**src/rtl/obstacle_manager.sv**
```systemverilog
// Obstacle slot manager: spawns, scrolls and retires NUM_OBS obstacles on game_tick strobes,
// with a lowest-free-slot spawner, a minimum spawn gap and an optional speed ramp.
// Optional feature macro: OBSTACLE_MANAGER_SPEED_RAMP_EN (speed ramps up over time when defined;
// otherwise speed is fixed at SPEED_INIT).
module obstacle_manager #(
  parameter int unsigned NUM_OBS          = 4,
  parameter int unsigned CONV             = 2,
  parameter int unsigned GEN_LINE         = 120,
  parameter int unsigned NUM_TYPES        = 4,
  parameter int unsigned MIN_GAP          = 20,
  parameter int unsigned SPAWN_THRESH     = 4,
  parameter int unsigned SPEED_INIT       = 1,
  parameter int unsigned SPEED_MAX        = 4,
  parameter int unsigned SPEED_STEP_TICKS = 600,
  localparam int unsigned POS_W           = 10 - CONV
) (
  input  logic                     clk,
  input  logic                     rst,
  input  logic                     game_tick,
  input  logic                     game_start,
  input  logic                     game_over,
  input  logic [7:0]               rng,
  output logic [NUM_OBS*POS_W-1:0] obs_pos,
  output logic [NUM_OBS*3-1:0]     obs_type,
  output logic [NUM_OBS-1:0]       obs_active,
  output logic [3:0]               speed,
  output logic                     spawn_pulse
);

  localparam logic [7:0]       MinGap      = 8'(MIN_GAP);
  localparam logic [POS_W-1:0] GenLine     = POS_W'(GEN_LINE);
  localparam logic [2:0]       TypeMask    = 3'(NUM_TYPES - 1);
  localparam logic [4:0]       SpawnThresh = 5'(SPAWN_THRESH);
  localparam logic [3:0]       SpeedInit   = 4'(SPEED_INIT);

  typedef enum logic [1:0] {StIdle, StRun, StFrozen} state_e;

  state_e               state_q, state_d;
  logic [POS_W-1:0]     pos_q  [NUM_OBS];
  logic [POS_W-1:0]     pos_d  [NUM_OBS];
  logic [2:0]           type_q [NUM_OBS];
  logic [2:0]           type_d [NUM_OBS];
  logic [NUM_OBS-1:0]   active_q, active_d;
  logic [NUM_OBS-1:0]   spawn_sel;
  logic [7:0]           gap_q, gap_d;
  logic                 spawn_q, spawn_d;
  logic                 tick_run;
  logic                 spawn_ok;
  logic                 free_found;
  logic [POS_W-1:0]     spd;
  logic                 unused_rng;

  assign unused_rng = rng[4];

`ifdef OBSTACLE_MANAGER_SPEED_RAMP_EN
  localparam logic [3:0]  SpeedMax  = 4'(SPEED_MAX);
  localparam logic [15:0] StepTicks = 16'(SPEED_STEP_TICKS);

  logic [3:0]  speed_q, speed_d;
  logic [15:0] step_q, step_d, step_inc;

  assign speed    = speed_q;
  assign step_inc = step_q + 16'd1;
`else
  logic unused_ramp_cfg;

  assign speed           = SpeedInit;
  assign unused_ramp_cfg = ^{4'(SPEED_MAX), 16'(SPEED_STEP_TICKS)};
`endif

  assign spd      = POS_W'(speed);
  // A tick coinciding with start or over is dropped.
  assign tick_run = game_tick && !game_start && !game_over && (state_q == StRun);
  // Free-slot test uses occupancy before this tick's retirements.
  assign spawn_ok = (gap_q == MinGap) && ({1'b0, rng[3:0]} < SpawnThresh) && !(&active_q);

  // State register.
  always_ff @(posedge clk) begin
    if (rst) begin
      state_q <= StIdle;
    end else begin
      state_q <= state_d;
    end
  end

  // Next-state: start wins over everything, over only freezes a running game.
  always_comb begin
    state_d = state_q;
    if (game_start) begin
      state_d = StRun;
    end else if (game_over && (state_q == StRun)) begin
      state_d = StFrozen;
    end
  end

  // Lowest-index free slot as a one-hot select.
  always_comb begin
    spawn_sel  = '0;
    free_found = 1'b0;
    for (int i = 0; i < NUM_OBS; i++) begin
      spawn_sel[i] = !active_q[i] && !free_found;
      free_found   = free_found || !active_q[i];
    end
  end

  // Datapath next-state: clear on start, move/retire/spawn on a running tick.
  always_comb begin
    pos_d    = pos_q;
    type_d   = type_q;
    active_d = active_q;
    gap_d    = gap_q;
    spawn_d  = 1'b0;
`ifdef OBSTACLE_MANAGER_SPEED_RAMP_EN
    speed_d  = speed_q;
    step_d   = step_q;
`endif
    if (game_start) begin
      for (int i = 0; i < NUM_OBS; i++) begin
        pos_d[i]  = '0;
        type_d[i] = '0;
      end
      active_d = '0;
      gap_d    = MinGap;
`ifdef OBSTACLE_MANAGER_SPEED_RAMP_EN
      speed_d  = SpeedInit;
      step_d   = '0;
`endif
    end else if (tick_run) begin
      for (int i = 0; i < NUM_OBS; i++) begin
        if (active_q[i]) begin
          if (pos_q[i] >= spd) begin
            pos_d[i] = pos_q[i] - spd;
          end else begin
            pos_d[i]    = '0;
            type_d[i]   = '0;
            active_d[i] = 1'b0;
          end
        end
      end
      if (spawn_ok) begin
        for (int i = 0; i < NUM_OBS; i++) begin
          if (spawn_sel[i]) begin
            pos_d[i]    = GenLine;
            type_d[i]   = rng[7:5] & TypeMask;
            active_d[i] = 1'b1;
          end
        end
        // The spawn tick itself counts as the first tick of the new gap.
        gap_d   = 8'd1;
        spawn_d = 1'b1;
      end else if (gap_q != MinGap) begin
        gap_d = gap_q + 8'd1;
      end
`ifdef OBSTACLE_MANAGER_SPEED_RAMP_EN
      if (step_inc == StepTicks) begin
        step_d = '0;
        if (speed_q < SpeedMax) begin
          speed_d = speed_q + 4'd1;
        end
      end else begin
        step_d = step_inc;
      end
`endif
    end
  end

  // Datapath registers.
  always_ff @(posedge clk) begin
    if (rst) begin
      for (int i = 0; i < NUM_OBS; i++) begin
        pos_q[i]  <= '0;
        type_q[i] <= '0;
      end
      active_q <= '0;
      gap_q    <= '0;
      spawn_q  <= 1'b0;
    end else begin
      pos_q    <= pos_d;
      type_q   <= type_d;
      active_q <= active_d;
      gap_q    <= gap_d;
      spawn_q  <= spawn_d;
    end
  end

`ifdef OBSTACLE_MANAGER_SPEED_RAMP_EN
  // Speed ramp registers.
  always_ff @(posedge clk) begin
    if (rst) begin
      speed_q <= SpeedInit;
      step_q  <= '0;
    end else begin
      speed_q <= speed_d;
      step_q  <= step_d;
    end
  end
`endif

  // Pack slot arrays onto the flat output buses.
  always_comb begin
    obs_pos  = '0;
    obs_type = '0;
    for (int i = 0; i < NUM_OBS; i++) begin
      obs_pos[i*POS_W +: POS_W] = pos_q[i];
      obs_type[i*3 +: 3]        = type_q[i];
    end
  end

  assign obs_active  = active_q;
  assign spawn_pulse = spawn_q;

endmodule
```
**config.mk**
```make
export PLATFORM = sky130hd
export DESIGN_NAME = obstacle_manager
export DESIGN_NICKNAME = d
export VERILOG_FILES = /design/src/rtl/obstacle_manager.sv
export SDC_FILE = /design/constraint.sdc
export NUM_CORES = 1
export LEC_CHECK = 0
export ABC_CLOCK_PERIOD_IN_PS = 3400
export BUFFER_PORTS_ARGS = -buffer_cell sky130_fd_sc_hd__buf_4
export CAP_MARGIN = 20
export CORE_ASPECT_RATIO = 0.7
export CORE_MARGIN = 2
export CORE_UTILIZATION = 44
export CTS_CLUSTER_DIAMETER = 150
export DETAILED_ROUTE_END_ITERATION = 8
export GPL_ROUTABILITY_DRIVEN = 0
export HOLD_SLACK_MARGIN = 0.12
export MAX_ROUTING_LAYER = met4
export PLACE_DENSITY = 0.66
export SETUP_SLACK_MARGIN = 0.5
export SYNTH_ARGS = -nofsm -noshare
export SYNTH_HDL_FRONTEND = slang
export SYNTH_SLANG_ARGS = --single-unit
```
**constraint.sdc**
```tcl
create_clock -name clk -period 3.4 [get_ports clk]
set_clock_uncertainty 0.2 [all_clocks]
set_input_delay 0.68 -clock clk [delete_from_list [all_inputs] [get_ports clk]]
set_output_delay 0.68 -clock clk [all_outputs]
set_load 0.05 [all_outputs]
```
==> metrics, run 1 <==
outcome=completed; critical path class=reg -> reg; Startpoint Class=register; synth unique cells=63; crit path max fanout=5; largest family of logic cells by synthesized area=simple AND/OR/NAND/NOR gates; Synth Cell Area=3340 µm²; synthesized-area fraction occupied by xor and xnor cells=0.00263; minimum clock period=2500 ps; crit share post-route=0.735; pre-CTS setup slack=591 ps; # IOs=66; PnR Total Power=1.49 mW; commonest non-fill, non-tap cells in the layout=62 x buf_4, 59 x dfxtp_1, 35 x nand2_1, 35 x a21oi_1, 34 x o21ai_0; FF+latch count, synth=59; VDD IR max=0.192 mV; H-tree level count=3; max-slew violations=0; actual slew at the worst max-slew pin=684 ps; core area=7320 µm²; Yosys top cell area share=0.354; Critical Path End Type=register; top cells by area, synth=dfxtp_1 35%, a21oi_1 5.3%, o21ai_0 5.1%; R2R cell count=6; first-pass GRT wire length=15300 µm; # fillers=697; number of antenna diodes=0; met3 Track Usage GR=0.0646; adder-cell share of the synthesized area=0.0375; commonest non-fill, non-tap cell in the layout=buf_4; initial antenna violation count=0; crit path cell chain=inv_1 > ha_1 > nor4b_1 > nand4_1 > o21ai_0 > o21ba_2; simple-gate share of the synthesized area=0.312; Die Y=76.9 µm; switch share=0.243; mux contribution to synthesized area=0; nets@finish=483; worst path arrival time=2530 ps; Psw=0.363 mW; First DRT Iteration DRCs=267; # rows=26; worst min-delay path class=reg -> reg; sequential share of power=0.471; PnR worst setup slack=900 ps; post-synthesis sequential area ratio=0.354; drt drc=0; Starting Density=0.456; Remaining Overflow, GRT=0; Routed Antenna Nets=0; vias in the first global route=2997; M2 GR Usage=0.322; Int Pwr=1.13 mW; die width=108 µm; Post-synth EDFFs=0; FMAX=400 MHz; DR vias=3443; Max-cap violations=0; Slew HR=0.543; Ys Warns=0; post-CTS setup buffer count=0; Synth area leader=dfxtp_1; largest net degree at the start of global routing=31; fraction of layout cells with a size suffix above 1=0.209; Post-Syn Instances=410; Worst EP required=3430 ps; GRT Resource Usage Total=0.237; final-report setup violation count=0; Compound-Gate Fraction of Synth Area=0.234; syn avg cell area=8.14 µm²; Cell Pwr Density=367 nW/µm²; PostCTS Resize Cnt=0; P&R area growth vs syn=21.6%; CTS tree=done; RSZ-0062 raised after global routing=false; asr flop ratio synth=0; max incr delay on CP=520 ps; post-detail-place hpwl=6500 µm; Final Util=0.554; Clk Latency, worst-skew pair=350 ps; Die ar.=8310 µm²; Comb pwr share=0.054; final hold vios=0; Port Buffers=57; clk sink count=59; Inserted Clock Buffers=9; drt first pass iters=5; CTS max path bufs=2; leakage=1.42 nW; Clk network pwr share=0.476; clock-pin slew on the worst setup and hold paths=80 ps; slowest cell on the critical path=nor4b_1; Avg WL per Cell=16.6 µm; hold_buf cts=0; grt met1 use=0.350; hold path depth=2; root buf cell=clkbuf_8; Post-synth top flop=dfxtp_1; setup_tns=0 ps; vias per cell=6.12; GR peak layer=met1; final wirelength=9330 µm
-- sequential cells by signal, indices dropped and copies added, names as in the netlist --
register     count
obs_active       4
state_q          2
spawn_pulse      1
gap_q            8
obs_type        12
obs_pos         32
-- cells by family after synthesis --
kind of cell             Yosys count
AND/OR/NAND/NOR                  172
AO/OA/AOI/OAI                    124
flip-flops                        59
buffers and inverters             42
adder cells (fa/ha/maj)           10
other                              2
XOR/XNOR                           1
-- metal layers --
layer  wire, µm  part of all wire
met3        887             0.095
met5          0                 0
met2       3750              0.40
met4         69            0.0074
met1       4620              0.50
-- path summary, 6_finish.rpt --
kind / start / end / slack, ps
min: obs_type[8] / obs_type[8] / 240
max reg2reg: obs_pos[0] / obs_active[0] / 900
max: obs_pos[0] / obs_active[0] / 900
min reg2reg: obs_type[8] / obs_type[8] / 240
-- power by group through the flow --
stage	Combinational, mW	Clock [mW]	Sequential, mW
final	0.0800	0.709	0.701
after detailed placement	0.0788	0	0.717
after floorplan	0.0579	0	0.713
after CTS	0.0791	0.723	0.701
after global placement	0.0784	0	0.717
after global routing	0.0869	0.758	0.701
-- stage by stage --
stage	instance area [µm²]	hold slack (ps)	std cells
floorplan	3340	260	412
global placement	3840	225	547
detailed placement	3840	224	547
CTS	4060	238	563
global route	4060	274	563
finish	4060	238	563
-- area by class of cell --
type                    instances  area, µm²  area share
clock buffers                   9        124      0.0305
clock inverters                 7       92.6      0.0228
inverters                      15       56.3      0.0139
multi-input cells             311       1970       0.487
flip-flops and latches         59       1180       0.291
well taps                      98        123      0.0302
repair buffers                 64        505       0.125
-- critical path, delay by kind of cell (launching register included) --
kind / cells / cell delay [ps]
AO/OA/AOI/OAI: 2 / 720
adder cells (fa/ha/maj): 1 / 190
flip-flops: 1 / 360
buffers and inverters: 1 / 100
AND/OR/NAND/NOR: 2 / 820
-- cell usage after synthesis (all sizes together), types with 2 or more instances --
cell and number:
nand4 17, dfxtp 59, o31a 2, o221ai 2, a21oi 35, or4b 2, nand3 16, or4 9
nand4bb 2, a211oi 7, o21ai 34, o31ai 8, nor3b 3, o32ai 5, o41ai 3, nor2b 2
or2 4, nand4b 7, ha 10, a311oi 2, and3 2, and2 3, inv 15, nor4 9
or4bb 3, nor3 6, and4 3, nand2b 3, a31oi 10, nand2 36, o21a 2, nor4b 6
or3 5, clkbuf 18, o22ai 5, nor2 26, a41oi 2, or3b 2, conb 2, nand3b 3
buf 9
No activity file was read; power rests on OpenSTA's default activity.
==> inputs of run 2 (changes only) <==
--- a/config.mk
+++ b/config.mk
@@ -5,7 +5,7 @@
 export SDC_FILE = /design/constraint.sdc
 export NUM_CORES = 1
 export LEC_CHECK = 0
-export ABC_CLOCK_PERIOD_IN_PS = 3400
+export ABC_CLOCK_PERIOD_IN_PS = 2500
 export BUFFER_PORTS_ARGS = -buffer_cell sky130_fd_sc_hd__buf_4
 export CAP_MARGIN = 20
 export CORE_ASPECT_RATIO = 0.7
==> constraint.sdc (replaced) <==
create_clock -name clk -period 2.5 [get_ports clk]
set_clock_uncertainty 0.2 [all_clocks]
set_input_delay 0.5 -clock clk [delete_from_list [all_inputs] [get_ports clk]]
set_output_delay 0.5 -clock clk [all_outputs]
set_load 0.05 [all_outputs]
==> run 2 against run 1 <==
Against the previous run: sequential share of layout area down 2.2 points; routed wire length is 12% higher; non-clock buffer count rose by 33; final cell count grew 6.2%; critical path type unchanged; largest power group is now sequential cells.
==> metrics, run 2 (synthesis results as in run 1) <==
root buf cell=clkbuf_8; PnR Total Power=1.87 mW (+25%); Cell Pwr Density=412 nW/µm² (+12%); CTS tree=done; CTS max path bufs=2 (unchanged); # rows=26 (unchanged); max-slew violations=0 (unchanged); clk sink count=59 (unchanged); Hold Slack=168 ps (-70.2 ps); minimum clock period=1940 ps (-562 ps); actual slew at the worst max-slew pin=624 ps (-59.9 ps); WP buf/inv=0 (-1); worst path arrival time=1950 ps (-580 ps); flip-flop count of the largest register after layout=32 (unchanged); max incr delay on CP=560 ps (+40 ps); Max-cap violations=0 (unchanged); Die ar.=8310 µm² (unchanged); Inst Count DP=558 (+2.0%); vias per cell=6.12 (about the same); Routed Antenna Nets=0 (unchanged); reg2reg setup slack=560 ps (-340 ps); setup_tns=0 ps (unchanged); Non-Filler Instances=598 (+6.2%); outcome=completed; FMAX=516 MHz (+29%); fraction of layout cells with a size suffix above 1=0.358 (+0.149); Worst EP required=2510 ps (-920 ps); clock-pin slew on the worst setup and hold paths=70 ps (about the same); drt first pass iters=5 (unchanged); core area=7320 µm² (unchanged); RSZ-0062 raised after global routing=true; hold_buf cts=0 (unchanged); Slew HR=0.584 (+0.0408); DR vias=3657 (+6.2%); slowest cell on the critical path=or4_4; largest net degree at the start of global routing=29 (-6.5%); vias in the first global route=3180 (+6.1%); Port Buffers=57 (unchanged); VDD IR max=0.265 mV (+38%); initial antenna violation count=0 (unchanged); final wirelength=10400 µm (+12%); H-tree level count=3 (unchanged); post-detail-place hpwl=6620 µm (+1.9%); final hold vios=0 (unchanged); Die Y=76.9 µm (unchanged); number of antenna diodes=0 (unchanged); First DRT Iteration DRCs=235 (-12%); worst min-delay path class=in -> reg; drt drc=0 (unchanged); commonest non-fill, non-tap cells in the layout=90 x buf_4, 40 x dfxtp_1, 35 x nand2_1; crit share post-route=0.775 (+0.0398); Clk Latency, worst-skew pair=340 ps (about the same); Startpoint Class=register; crit path max fanout=6 (+1); GRT Resource Usage Total=0.247 (+0.00974); # IOs=66 (unchanged); P&R area growth vs syn=35.8%; Remaining Overflow, GRT=0 (unchanged); Avg WL per Cell=17.4 µm (+5.0%); crit path cell chain=or3b_4 > or4_4 > nand2_1 > o221ai_1; CP top delay family=simple AND/OR/NAND/NOR gates; final-report setup violation count=0 (unchanged); critical path class=reg -> reg; Inserted Clock Buffers=9 (unchanged); Critical Path End Type=register; commonest non-fill, non-tap cell in the layout=buf_4; Final Util=0.619 (+0.0646); die width=108 µm (unchanged); Starting Density=0.456 (unchanged); nets@finish=518 (+7.2%); first-pass GRT wire length=16100 µm (+5.5%); leakage=1.67 nW (+17%)
-- run 2: cell types whose count changed in the layout (fill, tap and decap cells not counted), moves of 5 or more --
cell | before | now
buf_4 | 62 | 90
dfxtp_1 | 59 | 40
dfxtp_2 | 0 | 14
o21ai_0 | 34 | 28
buf_6 | 0 | 5
dfxtp_4 | 0 | 5
o21ai_1 | 0 | 5
-- run 2: repair_timing --
| action | 4_1_cts | 5_1_grt |
|---|---|---|
| resized for setup | 15 | 47 |
| pin swaps | 4 | 19 |
| gates cloned | 1 | 3 |
| setup endpoints to repair | 37 | 52 |
| buffers inserted | 3 | 17 |
-- run 2: final timing paths --
check,startpoint,endpoint,cells past startpoint
setup / recovery,gap_q[5],obs_type[0],4
setup reg to reg,gap_q[5],obs_type[0],4
hold reg to reg,obs_type[8],obs_type[8],2
hold / removal,rst,gap_q[2],2
-- run 2: final cells by class --
type	count	area, µm²
timing repair buffer	97	748
clock inverter	3	15.0
clock buffer	13	149
fill	648	2790
multi-input combinational	313	2220
sequential	59	1220
inverter	15	58.8
tap	98	123
-- run 2: worst reg2reg max path: stages (launching register included) --
cell	delay [ps]
dfxtp_2	350
or3b_4	460
or4_4	560
nand2_1	110
o221ai_1	130
-- run 2: per-stage QoR --
stage / setup WS (ps) / instance area [µm²]
3_5_place_dp: 95.2 / 3950
4_1_cts: 498 / 4220
5_1_grt: 434 / 4530
6_report: 562 / 4530
2_1_floorplan: 358 / 3420
3_3_place_gp: 143 / 3950
-- run 2: routing by layer --
layer | global-route usage | part of all wire | vias to the layer above
li1 | - | - | 1735
met1 | 0.360 | 0.47 | 1734
met2 | 0.342 | 0.43 | 180
met3 | 0.0527 | 0.095 | 8
met4 | 0.0679 | 0.0062 | 0
met5 | - | 0 | -
-- run 2: where the power goes --
| group | switching [mW] | internal, mW | total [mW] |
|---|---|---|---|
| Clock | 0.389 | 0.383 | 0.773 |
| Combinational | 0.0932 | 0.0538 | 0.147 |
| Sequential | 0.00777 | 0.939 | 0.947 |
| Total | 0.490 | 1.38 | 1.87 |
